**src/rtl/ingreso_clave_teclado_if.sv**
```systemverilog
// Keypad-side bundle: key strobes and alarm in, PIN and status out.
interface ingreso_clave_teclado_if #(
    parameter int NUM_DIGITS = 4
);
    logic                    key_valid;
    logic [3:0]              key_code;
    logic                    alarm_blocked;
    logic [4*NUM_DIGITS-1:0] password_input;
    logic                    password_valid;
    logic                    entry_error;
    logic [2:0]              digit_count;
    logic                    keypad_locked;

    modport master (
        input  key_valid, key_code, alarm_blocked,
        output password_input, password_valid, entry_error,
        output digit_count, keypad_locked
    );

    modport slave (
        output key_valid, key_code, alarm_blocked,
        input  password_input, password_valid, entry_error,
        input  digit_count, keypad_locked
    );
endinterface

```
**src/rtl/ingreso_clave_teclado.sv**
```systemverilog
// Keypad PIN collector: buffers BCD digits, submits on ENTER,
// discards partial entries on timeout and locks out while alarmed.
module ingreso_clave_teclado #(
    parameter int NUM_DIGITS     = 4,
    parameter int TIMEOUT_CYCLES = 1000,
    parameter int TO_W           = 10
) (
    input logic                     clk,
    input logic                     rst,
    ingreso_clave_teclado_if.master bus
);
    localparam int W = 4 * NUM_DIGITS;

    typedef enum logic [2:0] {
        IDLE, ENTRY, FULL, SEND, LOCKED
    } state_t;

    state_t          state, state_n;
    logic [W-1:0]    shreg, shreg_n;
    logic [W-1:0]    pin, pin_n;
    logic [2:0]      cnt, cnt_n;
    logic [TO_W-1:0] tmr, tmr_n;
    logic            valid, valid_n;
    logic            err, err_n;
    logic            lock, lock_n;

    logic is_digit, is_clear, is_enter;
    logic accepted, in_entry, timed_out, last_digit;

    assign is_digit   = bus.key_valid && (bus.key_code <= 4'd9);
    assign is_clear   = bus.key_valid && (bus.key_code == 4'hA);
    assign is_enter   = bus.key_valid && (bus.key_code == 4'hB);
    assign accepted   = is_digit || is_clear || is_enter;
    assign in_entry   = (state == ENTRY) || (state == FULL);
    assign timed_out  = in_entry && (tmr == TO_W'(TIMEOUT_CYCLES - 1));
    assign last_digit = (cnt + 3'd1) == 3'(NUM_DIGITS);

    always_ff @(posedge clk) begin
        if (rst) begin
            state <= IDLE;
            shreg <= '0;
            pin   <= '0;
            cnt   <= '0;
            tmr   <= '0;
            valid <= 1'b0;
            err   <= 1'b0;
            lock  <= 1'b0;
        end else begin
            state <= state_n;
            shreg <= shreg_n;
            pin   <= pin_n;
            cnt   <= cnt_n;
            tmr   <= tmr_n;
            valid <= valid_n;
            err   <= err_n;
            lock  <= lock_n;
        end
    end

    always_comb begin
        state_n = state;
        shreg_n = shreg;
        pin_n   = pin;
        cnt_n   = cnt;
        tmr_n   = '0;
        valid_n = 1'b0;
        err_n   = 1'b0;
        if (bus.alarm_blocked) begin
            state_n = LOCKED;
            shreg_n = '0;
            cnt_n   = '0;
        end else if (timed_out) begin
            state_n = IDLE;
            shreg_n = '0;
            cnt_n   = '0;
            err_n   = 1'b1;
        end else begin
            // Reserved codes leave the idle timer running.
            if (in_entry)
                tmr_n = accepted ? '0 : tmr + TO_W'(1);
            unique case (state)
                IDLE, ENTRY: begin
                    if (is_digit) begin
                        shreg_n = {shreg[W-5:0], bus.key_code};
                        cnt_n   = cnt + 3'd1;
                        state_n = last_digit ? FULL : ENTRY;
                    end else if (is_clear) begin
                        shreg_n = '0;
                        cnt_n   = '0;
                        state_n = IDLE;
                    end else if (is_enter) begin
                        shreg_n = '0;
                        cnt_n   = '0;
                        err_n   = 1'b1;
                        state_n = IDLE;
                    end
                end
                FULL: begin
                    if (is_digit) begin
                        err_n = 1'b1;
                    end else if (is_clear) begin
                        shreg_n = '0;
                        cnt_n   = '0;
                        state_n = IDLE;
                    end else if (is_enter) begin
                        pin_n   = shreg;
                        valid_n = 1'b1;
                        state_n = SEND;
                    end
                end
                SEND: begin
                    shreg_n = '0;
                    cnt_n   = '0;
                    state_n = IDLE;
                end
                LOCKED: state_n = IDLE;
                default: begin
                    shreg_n = '0;
                    cnt_n   = '0;
                    state_n = IDLE;
                end
            endcase
        end
        lock_n = (state_n == LOCKED);
    end

    assign bus.password_input = pin;
    assign bus.password_valid = valid;
    assign bus.entry_error    = err;
    assign bus.digit_count    = cnt;
    assign bus.keypad_locked  = lock;
endmodule
```
**src/flat_wrapper.sv**
```systemverilog
// flat-port wrapper written by rule: the top's interface ports become plain ports
module ingreso_clave_teclado_flat 
#(
    parameter int NUM_DIGITS     = 4,
    parameter int TIMEOUT_CYCLES = 1000,
    parameter int TO_W           = 10
)
  (clk, rst, bus_key_valid, bus_key_code, bus_alarm_blocked, bus_password_input, bus_password_valid, bus_entry_error, bus_digit_count, bus_keypad_locked);
  ingreso_clave_teclado_if #(.NUM_DIGITS(NUM_DIGITS)) bus_i ();
  input logic clk;
  input logic rst;
  input wire logic [$bits(bus_i.key_valid)-1:0] bus_key_valid;
  input wire logic [$bits(bus_i.key_code)-1:0] bus_key_code;
  input wire logic [$bits(bus_i.alarm_blocked)-1:0] bus_alarm_blocked;
  output wire logic [$bits(bus_i.password_input)-1:0] bus_password_input;
  output wire logic [$bits(bus_i.password_valid)-1:0] bus_password_valid;
  output wire logic [$bits(bus_i.entry_error)-1:0] bus_entry_error;
  output wire logic [$bits(bus_i.digit_count)-1:0] bus_digit_count;
  output wire logic [$bits(bus_i.keypad_locked)-1:0] bus_keypad_locked;
  assign bus_i.key_valid = bus_key_valid;
  assign bus_i.key_code = bus_key_code;
  assign bus_i.alarm_blocked = bus_alarm_blocked;
  assign bus_password_input = bus_i.password_input;
  assign bus_password_valid = bus_i.password_valid;
  assign bus_entry_error = bus_i.entry_error;
  assign bus_digit_count = bus_i.digit_count;
  assign bus_keypad_locked = bus_i.keypad_locked;
  ingreso_clave_teclado #(.NUM_DIGITS(NUM_DIGITS), .TIMEOUT_CYCLES(TIMEOUT_CYCLES), .TO_W(TO_W)) u_core (.clk(clk), .rst(rst), .bus(bus_i));
endmodule
```
**config.mk**
```make
export PLATFORM = sky130hd
export DESIGN_NAME = ingreso_clave_teclado_flat
export DESIGN_NICKNAME = d
export VERILOG_FILES = /design/src/rtl/ingreso_clave_teclado_if.sv /design/src/rtl/ingreso_clave_teclado.sv /design/src/flat_wrapper.sv
export SDC_FILE = /design/constraint.sdc
export NUM_CORES = 1
export LEC_CHECK = 0
export ABC_AREA = 1
export CAP_MARGIN = 20
export CORE_UTILIZATION = 55
export CTS_BUF_LIST = sky130_fd_sc_hd__clkbuf_4
export CTS_CLUSTER_SIZE = 10
export DETAILED_ROUTE_END_ITERATION = 10
export PLACE_DENSITY = 0.81
export SYNTH_ARGS = -nofsm -noshare
export SYNTH_HDL_FRONTEND = slang
export SYNTH_SLANG_ARGS = --single-unit
```
**constraint.sdc**
```tcl
create_clock -name clk -period 4.25 [get_ports clk]
set_clock_uncertainty 0.1 [all_clocks]
set_input_delay 1.0625 -clock clk [delete_from_list [all_inputs] [get_ports clk]]
set_output_delay 1.0625 -clock clk [all_outputs]
set_load 0.05 [all_outputs]
```
==> metrics.csv, run 1 <==
metric,value,unit
Synth Register Bits,51,
first-pass GRT wire length,6.97,mm
post-synthesis simple-gate area fraction,32.9,%
warnings from Yosys,0,
maximum fanout along the worst path,3,
Die Ht,66.6,microns
final setup margin,1.48,ns
Stages on worst setup path,1,
Syn Nets,331,
Reg2Reg Depth,8,
CTS Buffer Depth,2,
Residual DRC,0,
Worst-Margin Slew,0.705,ns
worst vdd ir,0.170,mV
CP Cell Sequence,clkdlybuf4s50_1,
Worst slew margin,52.9,%
Mapped Area,2290,sq um
Setup CP Type,flip-flop to primary output,
Synth Flop Type,dfxtp_1,
Setup WS pre-CTS,1.30,ns
cts bufs inserted,5,
Synth top area share,44.5,%
setup TNS,0,ns
routed vias/inst,4.74,
P_sw,183,uW
post-synthesis mux area share,0,%
Final Wtd Congestion,0.845,
P_int,617,uW
"Area growth, synth to finish",16.0,%
Syn Area/Cell,7.16,sq um
fin nets,358,
Final Core Density,66.5,%
Mapped Cells,320,
# rows,23,
xor/xnor cell area share of the yosys netlist,2.67,%
end of the critical path,bus_digit_count[1],
Worst Hold Class,flip-flop to flip-flop,
Slowest Stage Delay on Critical Path,0.82,ns
Setup crit start,u_core.bus.digit_count[1],
register area share after synthesis,44.5,%
Worst EP arrival,1.61,ns
HPWL after detailed placement,2.91,mm
switching share of power,22.9,%
routed wire length,4.05,mm
final hold violation count,0,
largest family of logic cells by synthesized area,simple AND/OR/NAND/NOR gates,
Async SR Flop Fraction,0,%
Reg-to-Reg End,u_core.tmr[3],
initial core utilization,57.3,%
CP max-delay cell,clkdlybuf4s50_1,
Seq pwr share,60.4,%
CTS sink cnt,51,
Synth area leaders,"dfxtp_1, nand2_1, inv_1",
most frequent cell after synthesis,nand2_1,
adder-cell share of the synthesized area,1.64,%
WP buf/inv,1,
Power Dens Cells,301,nW/um^2
leading cell types by count after synthesis,"nand2_1, inv_1, dfxtp_1, nor2_1, a21oi_1",
r2r setup slk,1.77,ns
CTS tree,built,
# H-tree levels,2,
r2r startpoint,u_core.tmr[0],
clock-pin slew on the worst setup and hold paths,0.15,ns
minimum clock period,2.77,ns
total grt overflow,0,
fin. max-slew vios,0,
Max-Cap Viols,0,
clock share of power,33.6,%
Gate power share,6.0,%
routed via count,1880,
Compound-Gate Fraction of Synth Area,5.08,%
hold_ws,0.364,ns
ANT cells,0,
die area,4430,sq um
period utilization,65.1,%
DP Area,2580,sq um
total core area,4000,sq um
static leakage,1.12,nW
fmax,0.361,GHz
"Setup violations, final",0,
CP endpoint kind,primary output,
DRT iter0 DRCs,105,
drt pass-1 iters,4,
largest net degree at the start of global routing,23,
post_cts resized,0,
"Hold-fix buffers, CTS",0,
Skew-Pair Late Insertion Delay,0.37,ns
Yosys cell types,26,
Die X,66.6,microns
Root Buffer Master,clkbuf_4,
initial antenna violation count,0,
vias in the first global route,1642,
share of cells above drive strength 1,6.63,%
startpoint types,flip-flop,
Routed Antenna Nets,0,
# IOs,30,
IO buf count,29,
postcts setup bufs,0,
final standard cell area without fillers,2660,sq um
GR Util All Layers,20.7,%
"CP delay by family, top",buffers and inverters,
dominant cell type by area after synthesis,dfxtp_1,
WL/cell,10.2,microns
CP required,3.09,ns
outcome,completed,
RSZ-0062 raised after global routing,no,
"EDFF count, synth",0,
placed cells by master, fill, tap and decap left out, types with 4 or more instances in the layout:
master            n
a21oi_1          20
clkbuf_4          5
inv_1            59
nand2_1          94
nor2_1           29
nand3_1           8
nor3_1            4
clkdlybuf4s50_1  29
nand4_1          16
dfxtp_1          51
xor2_1            4
layer usage:
layer	vias up	part of all wire (%)	track usage, %
met3	6	3.6	4.62
met2	33	47	34.6
met4	0	1.6	7.98
met5	-	0	0
li1	1029	-	-
met1	812	48	25.7
registers in the layout, indices dropped and copies added (netlist names):
register                   cells
u_core.bus.digit_count         3
u_core.bus.entry_error         1
u_core.bus.keypad_locked       1
u_core.bus.password_input     16
u_core.bus.password_valid      1
u_core.shreg                  16
u_core.state                   3
u_core.tmr                    10
power by group through the flow:
stage	logic [mW]	clock network, mW	registers (mW)
finish	0.0479	0.269	0.483
global route	0.0527	0.293	0.484
CTS	0.0480	0.276	0.483
detailed placement	0.0476	0	0.494
global placement	0.0476	0	0.493
floorplan	0.0306	0	0.496
stage by stage:
step	power (mW)	instances
final	0.800	397
after global routing	0.829	397
after CTS	0.807	397
after detailed placement	0.541	390
after global placement	0.541	390
after floorplan	0.527	320
cells by family (layout without fill, tap and decap cells):
kind of cell    Yosys count  count (layout)
fa+ha+maj                 3               3
xor+xnor                  7               7
compound gates           23              23
flops                    51              51
simple gates            164             164
buf+inv                  72              99
cell type report:
class	instances	area, sq um
repair buffers	30	298
flip-flops and latches	51	1020
clock inverters	2	37.5
inverters	62	233
multi-input cells	197	970
clock buffers	5	37.5
fillers	347	1340
well taps	50	62.6
worst min path at each step:
stage,from,endpoint,slack (ns),depth (start not counted)
floorplan,u_core.tmr[0],u_core.tmr[0],0.32,1
global placement,u_core.tmr[0],u_core.tmr[0],0.32,1
detailed placement,u_core.tmr[0],u_core.tmr[0],0.34,1
CTS,u_core.tmr[0],u_core.tmr[0],0.36,1
global route,u_core.tmr[0],u_core.tmr[0],0.38,1
finish,u_core.tmr[0],u_core.tmr[0],0.36,1
No activity file was read; power rests on OpenSTA's default activity.
==> inputs of run 2 (changes only) <==
==> constraint.sdc (replaced) <==
create_clock -name clk -period 2.65 [get_ports clk]
set_clock_uncertainty 0.1 [all_clocks]
set_input_delay 0.6625 -clock clk [delete_from_list [all_inputs] [get_ports clk]]
set_output_delay 0.6625 -clock clk [all_outputs]
set_load 0.05 [all_outputs]
==> run 2 against run 1 <==
Compared with the run above: die area unchanged; global-route usage down 0.095 points; sequential share of layout area is 0.072 points lower; critical path depth is the same; clock power is 32% higher; register-to-register slack lost 1.0 ns; core utilization up 0.13 points; combinational power increased by 68%; via count up 0.53%; routed wire length rose by 0.27%; critical endpoint is now bus_digit_count[0]; highest routed layer unchanged.
==> metrics.csv, run 2 (synthesis results as in run 1) <==
metric,value,unit
outcome,completed,
CP Cell Sequence,clkdlybuf4s50_1,
CP required,1.89,ns
Worst EP arrival,1.61,ns
routed via count,1890,
Final Wtd Congestion,0.804,
# IOs,30,
Setup CP Type,flip-flop to primary output,
Post-Place Cells,393,
DP Area,2610,sq um
CP endpoint kind,primary output,
P_sw,299,uW
Setup WS pre-CTS,0.278,ns
"non-filler cells, final",401,
Worst slew margin,65.4,%
Max-Cap Viols,0,
Residual DRC,0,
worst vdd ir,0.305,mV
switching share of power,24.7,%
clock-pin slew on the worst setup and hold paths,0.13,ns
fmax,0.421,GHz
total core area,4000,sq um
static leakage,1.13,nW
Gate power share,6.7,%
startpoint types,flip-flop,
"Hold-fix buffers, CTS",0,
routed wire length,4.06,mm
final setup margin,0.274,ns
GR Util All Layers,20.6,%
initial antenna violation count,0,
hold_ws,0.355,ns
"CP delay by family, top",buffers and inverters,
vias in the first global route,1610,
Root Buffer Master,clkbuf_4,
CP max-delay cell,clkdlybuf4s50_1,
ANT cells,0,
Slowest Stage Delay on Critical Path,0.83,ns
die area,4430,sq um
final hold violation count,0,
share of cells above drive strength 1,7.69,%
Die Ht,66.6,microns
routed vias/inst,4.71,
setup TNS,0,ns
"Setup violations, final",0,
clock share of power,29.3,%
Worst-Margin Slew,0.517,ns
CTS tree,built,
RSZ-0062 raised after global routing,no,
post_cts resized,0,
final standard cell area without fillers,2660,sq um
maximum fanout along the worst path,4,
IO buf count,29,
initial core utilization,57.3,%
first-pass GRT wire length,6.96,mm
Skew-Pair Late Insertion Delay,0.38,ns
# H-tree levels,2,
cts bufs inserted,5,
minimum clock period,2.38,ns
CTS sink cnt,51,
"Area growth, synth to finish",16.2,%
fin nets,361,
WP buf/inv,1,
HPWL after detailed placement,2.97,mm
drt pass-1 iters,4,
# rows,23,
Routed Antenna Nets,0,
total grt overflow,0,
P_int,912,uW
Power Dens Cells,454,nW/um^2
Worst Hold Class,flip-flop to flip-flop,
most common library cell in the layout ignoring fill and taps,nand2_1,
Die X,66.6,microns
postcts setup bufs,0,
period utilization,89.7,%
WL/cell,10.1,microns
DRT iter0 DRCs,106,
CTS Buffer Depth,2,
fin. max-slew vios,0,
Seq pwr share,64.0,%
most frequent cells in the layout,"nand2_1, inv_1, dfxtp_1",
largest net degree at the start of global routing,22,
run 2: cell count changes in the layout (fill, tap and decap cells not counted):
cell	previous run	this run
buf_4	1	4
bufinv_16	1	0
clkbuf_4	5	6
clkinv_2	0	1
run 2: routing by layer:
metal | up-vias | track usage, % | part of all wire, %
met2 | 28 | 32.8 | 45
met5 | - | 0 | 0
met3 | 6 | 4.62 | 3.1
met4 | 0 | 7.98 | 1.6
met1 | 825 | 26.9 | 50
li1 | 1031 | - | -
run 2: power groups by stage:
| stage | Clock [mW] | Sequential (mW) | Combinational [mW] |
|---|---|---|---|
| 2_1_floorplan | 0 | 0.796 | 0.0491 |
| 3_3_place_gp | 0 | 0.791 | 0.0804 |
| 3_5_place_dp | 0 | 0.791 | 0.0809 |
| 4_1_cts | 0.367 | 0.775 | 0.0812 |
| 5_1_grt | 0.391 | 0.776 | 0.0891 |
| 6_report | 0.355 | 0.775 | 0.0807 |
run 2: area by class of cell:
class,instances,area [sq um]
Clock buffer,6,45.0
Tap cell,50,62.6
Inverter,62,233
Timing Repair Buffer,33,320
Sequential cell,51,1020
Fill cell,371,1340
Multi-Input combinational cell,197,970
Clock inverter,2,12.5
run 2: metrics by stage:
step	util, %	total power, mW
2_1_floorplan	-	0.845
4_1_cts	66.6	1.22
3_5_place_dp	65.2	0.872
3_3_place_gp	65.2	0.872
6_report	66.6	1.21
5_1_grt	66.6	1.26
run 2: final timing paths:
kind	start	to	slack, ns	depth (start not counted)
hold / removal	u_core.tmr[0]	u_core.tmr[0]	0.36	1
setup / recovery	u_core.bus.digit_count[0]	bus_digit_count[0]	0.27	1
hold reg to reg	u_core.tmr[0]	u_core.tmr[0]	0.36	1
setup reg to reg	u_core.tmr[0]	u_core.state[0]	0.76	7
==> inputs of run 3 (changes only) <==
--- a/config.mk
+++ b/config.mk
@@ -9,9 +9,10 @@
 export CAP_MARGIN = 20
 export CORE_UTILIZATION = 55
 export CTS_BUF_LIST = sky130_fd_sc_hd__clkbuf_4
-export CTS_CLUSTER_SIZE = 10
 export DETAILED_ROUTE_END_ITERATION = 10
 export PLACE_DENSITY = 0.81
+export RECOVER_POWER = 100
+export SLEW_MARGIN = 20
 export SYNTH_ARGS = -nofsm -noshare
 export SYNTH_HDL_FRONTEND = slang
 export SYNTH_SLANG_ARGS = --single-unit
==> run 3 against run 2 <==
Compared with the run above: register-to-register slack got worse by 0.29 ns; combinational power fell by 2%; sequential share of layout area rose by 0.24 points; power fell by 0.37%; fmax fell by 2.3%; global-route usage did not move; critical path depth did not move; critical endpoint unchanged; largest cell class unchanged; highest routed layer unchanged.
==> metrics.csv, run 3 (synthesis results as in run 1) <==
metric,value,unit
outcome,completed,
maximum fanout along the worst path,4,
Final Core Density,66.2,%
fmax,0.411,GHz
CP required,1.89,ns
# IOs,30,
hold_ws,0.355,ns
final hold violation count,0,
CTS Buffer Depth,2,
Die Ht,66.6,microns
die area,4430,sq um
post_cts resized,0,
clock share of power,29.3,%
Routed Antenna Nets,0,
WP buf/inv,1,
static leakage,1.20,nW
total power draw,1.21,mW
Power Dens Cells,456,nW/um^2
total grt overflow,0,
routed vias/inst,4.75,
setup TNS,0,ns
Slowest Stage Delay on Critical Path,0.89,ns
Worst-Margin Slew,0.694,ns
vias in the first global route,1610,
RSZ-0062 raised after global routing,no,
DP Area,2610,sq um
minimum clock period,2.43,ns
drt pass-1 iters,4,
P_int,910,uW
fin. max-slew vios,0,
postcts setup bufs,0,
cts bufs inserted,5,
"non-filler cells, final",401,
share of cells above drive strength 1,6.55,%
switching share of power,24.5,%
Root Buffer Master,clkbuf_4,
CP max-delay cell,dlygate4sd3_1,
"CP delay by family, top",buffers and inverters,
P_sw,296,uW
Gate power share,6.5,%
fillcell total,372,
startpoint types,flip-flop,
Setup WS pre-CTS,0.278,ns
worst vdd ir,0.305,mV
Skew-Pair Late Insertion Delay,0.37,ns
total core area,4000,sq um
Final Wtd Congestion,0.804,
DRT iter0 DRCs,104,
Setup CP Type,flip-flop to primary output,
CTS sink cnt,51,
"Hold-fix buffers, CTS",0,
final standard cell area without fillers,2650,sq um
period utilization,91.8,%
CP endpoint kind,primary output,
# H-tree levels,2,
Residual DRC,0,
initial antenna violation count,0,
Seq pwr share,64.2,%
most frequent cells in the layout,"nand2_1, inv_1, dfxtp_1",
clock-pin slew on the worst setup and hold paths,0.13,ns
Die X,66.6,microns
CP Cell Sequence,dlygate4sd3_1,
"Area growth, synth to finish",15.5,%
Worst slew margin,53.6,%
Post-Place Cells,393,
IO buf count,29,
fin nets,361,
GR Util All Layers,20.6,%
# rows,23,
routed via count,1904,
"Setup violations, final",0,
CTS tree,built,
Worst Hold Class,flip-flop to flip-flop,
routed wire length,4.07,mm
Worst EP arrival,1.67,ns
HPWL after detailed placement,2.97,mm
initial core utilization,57.3,%
ANT cells,0,
WL/cell,10.1,microns
final setup margin,0.218,ns
most common library cell in the layout ignoring fill and taps,nand2_1,
Max-Cap Viols,0,
first-pass GRT wire length,6.96,mm
largest net degree at the start of global routing,22,
## run 3: final timing paths
path                              from            endpoint  slack (ns)  cells after the start
max          u_core.bus.digit_count[0]  bus_digit_count[0]        0.22                      1
min reg2reg              u_core.tmr[0]       u_core.tmr[0]        0.36                      1
min                      u_core.tmr[0]       u_core.tmr[0]        0.36                      1
max reg2reg              u_core.tmr[0]       u_core.tmr[2]        0.47                      8
## run 3: routing by layer
layer / part of all wire (%) / wire (microns) / global-route usage, %
met4: 1.5 / 61 / 7.98
met5: 0 / 0 / 0
met3: 3.4 / 138 / 4.62
met1: 51 / 2060 / 26.9
met2: 44 / 1810 / 32.8
## run 3: power groups by stage
stage / registers [mW] / clock network [mW] / logic (mW)
final: 0.775 / 0.353 / 0.0787
after global routing: 0.776 / 0.391 / 0.0870
after CTS: 0.775 / 0.367 / 0.0812
after detailed placement: 0.791 / 0 / 0.0809
after global placement: 0.791 / 0 / 0.0804
after floorplan: 0.796 / 0 / 0.0491
## run 3: final cells by class
cell class	instances	area [sq um]	share of cell area (%)
Sequential cell	51	1020	38.6
Multi-Input combinational cell	197	957	36.2
Timing Repair Buffer	33	317	12.0
Inverter	62	233	8.79
Tap cell	50	62.6	2.36
Clock buffer	6	45.0	1.70
Clock inverter	2	12.5	0.473
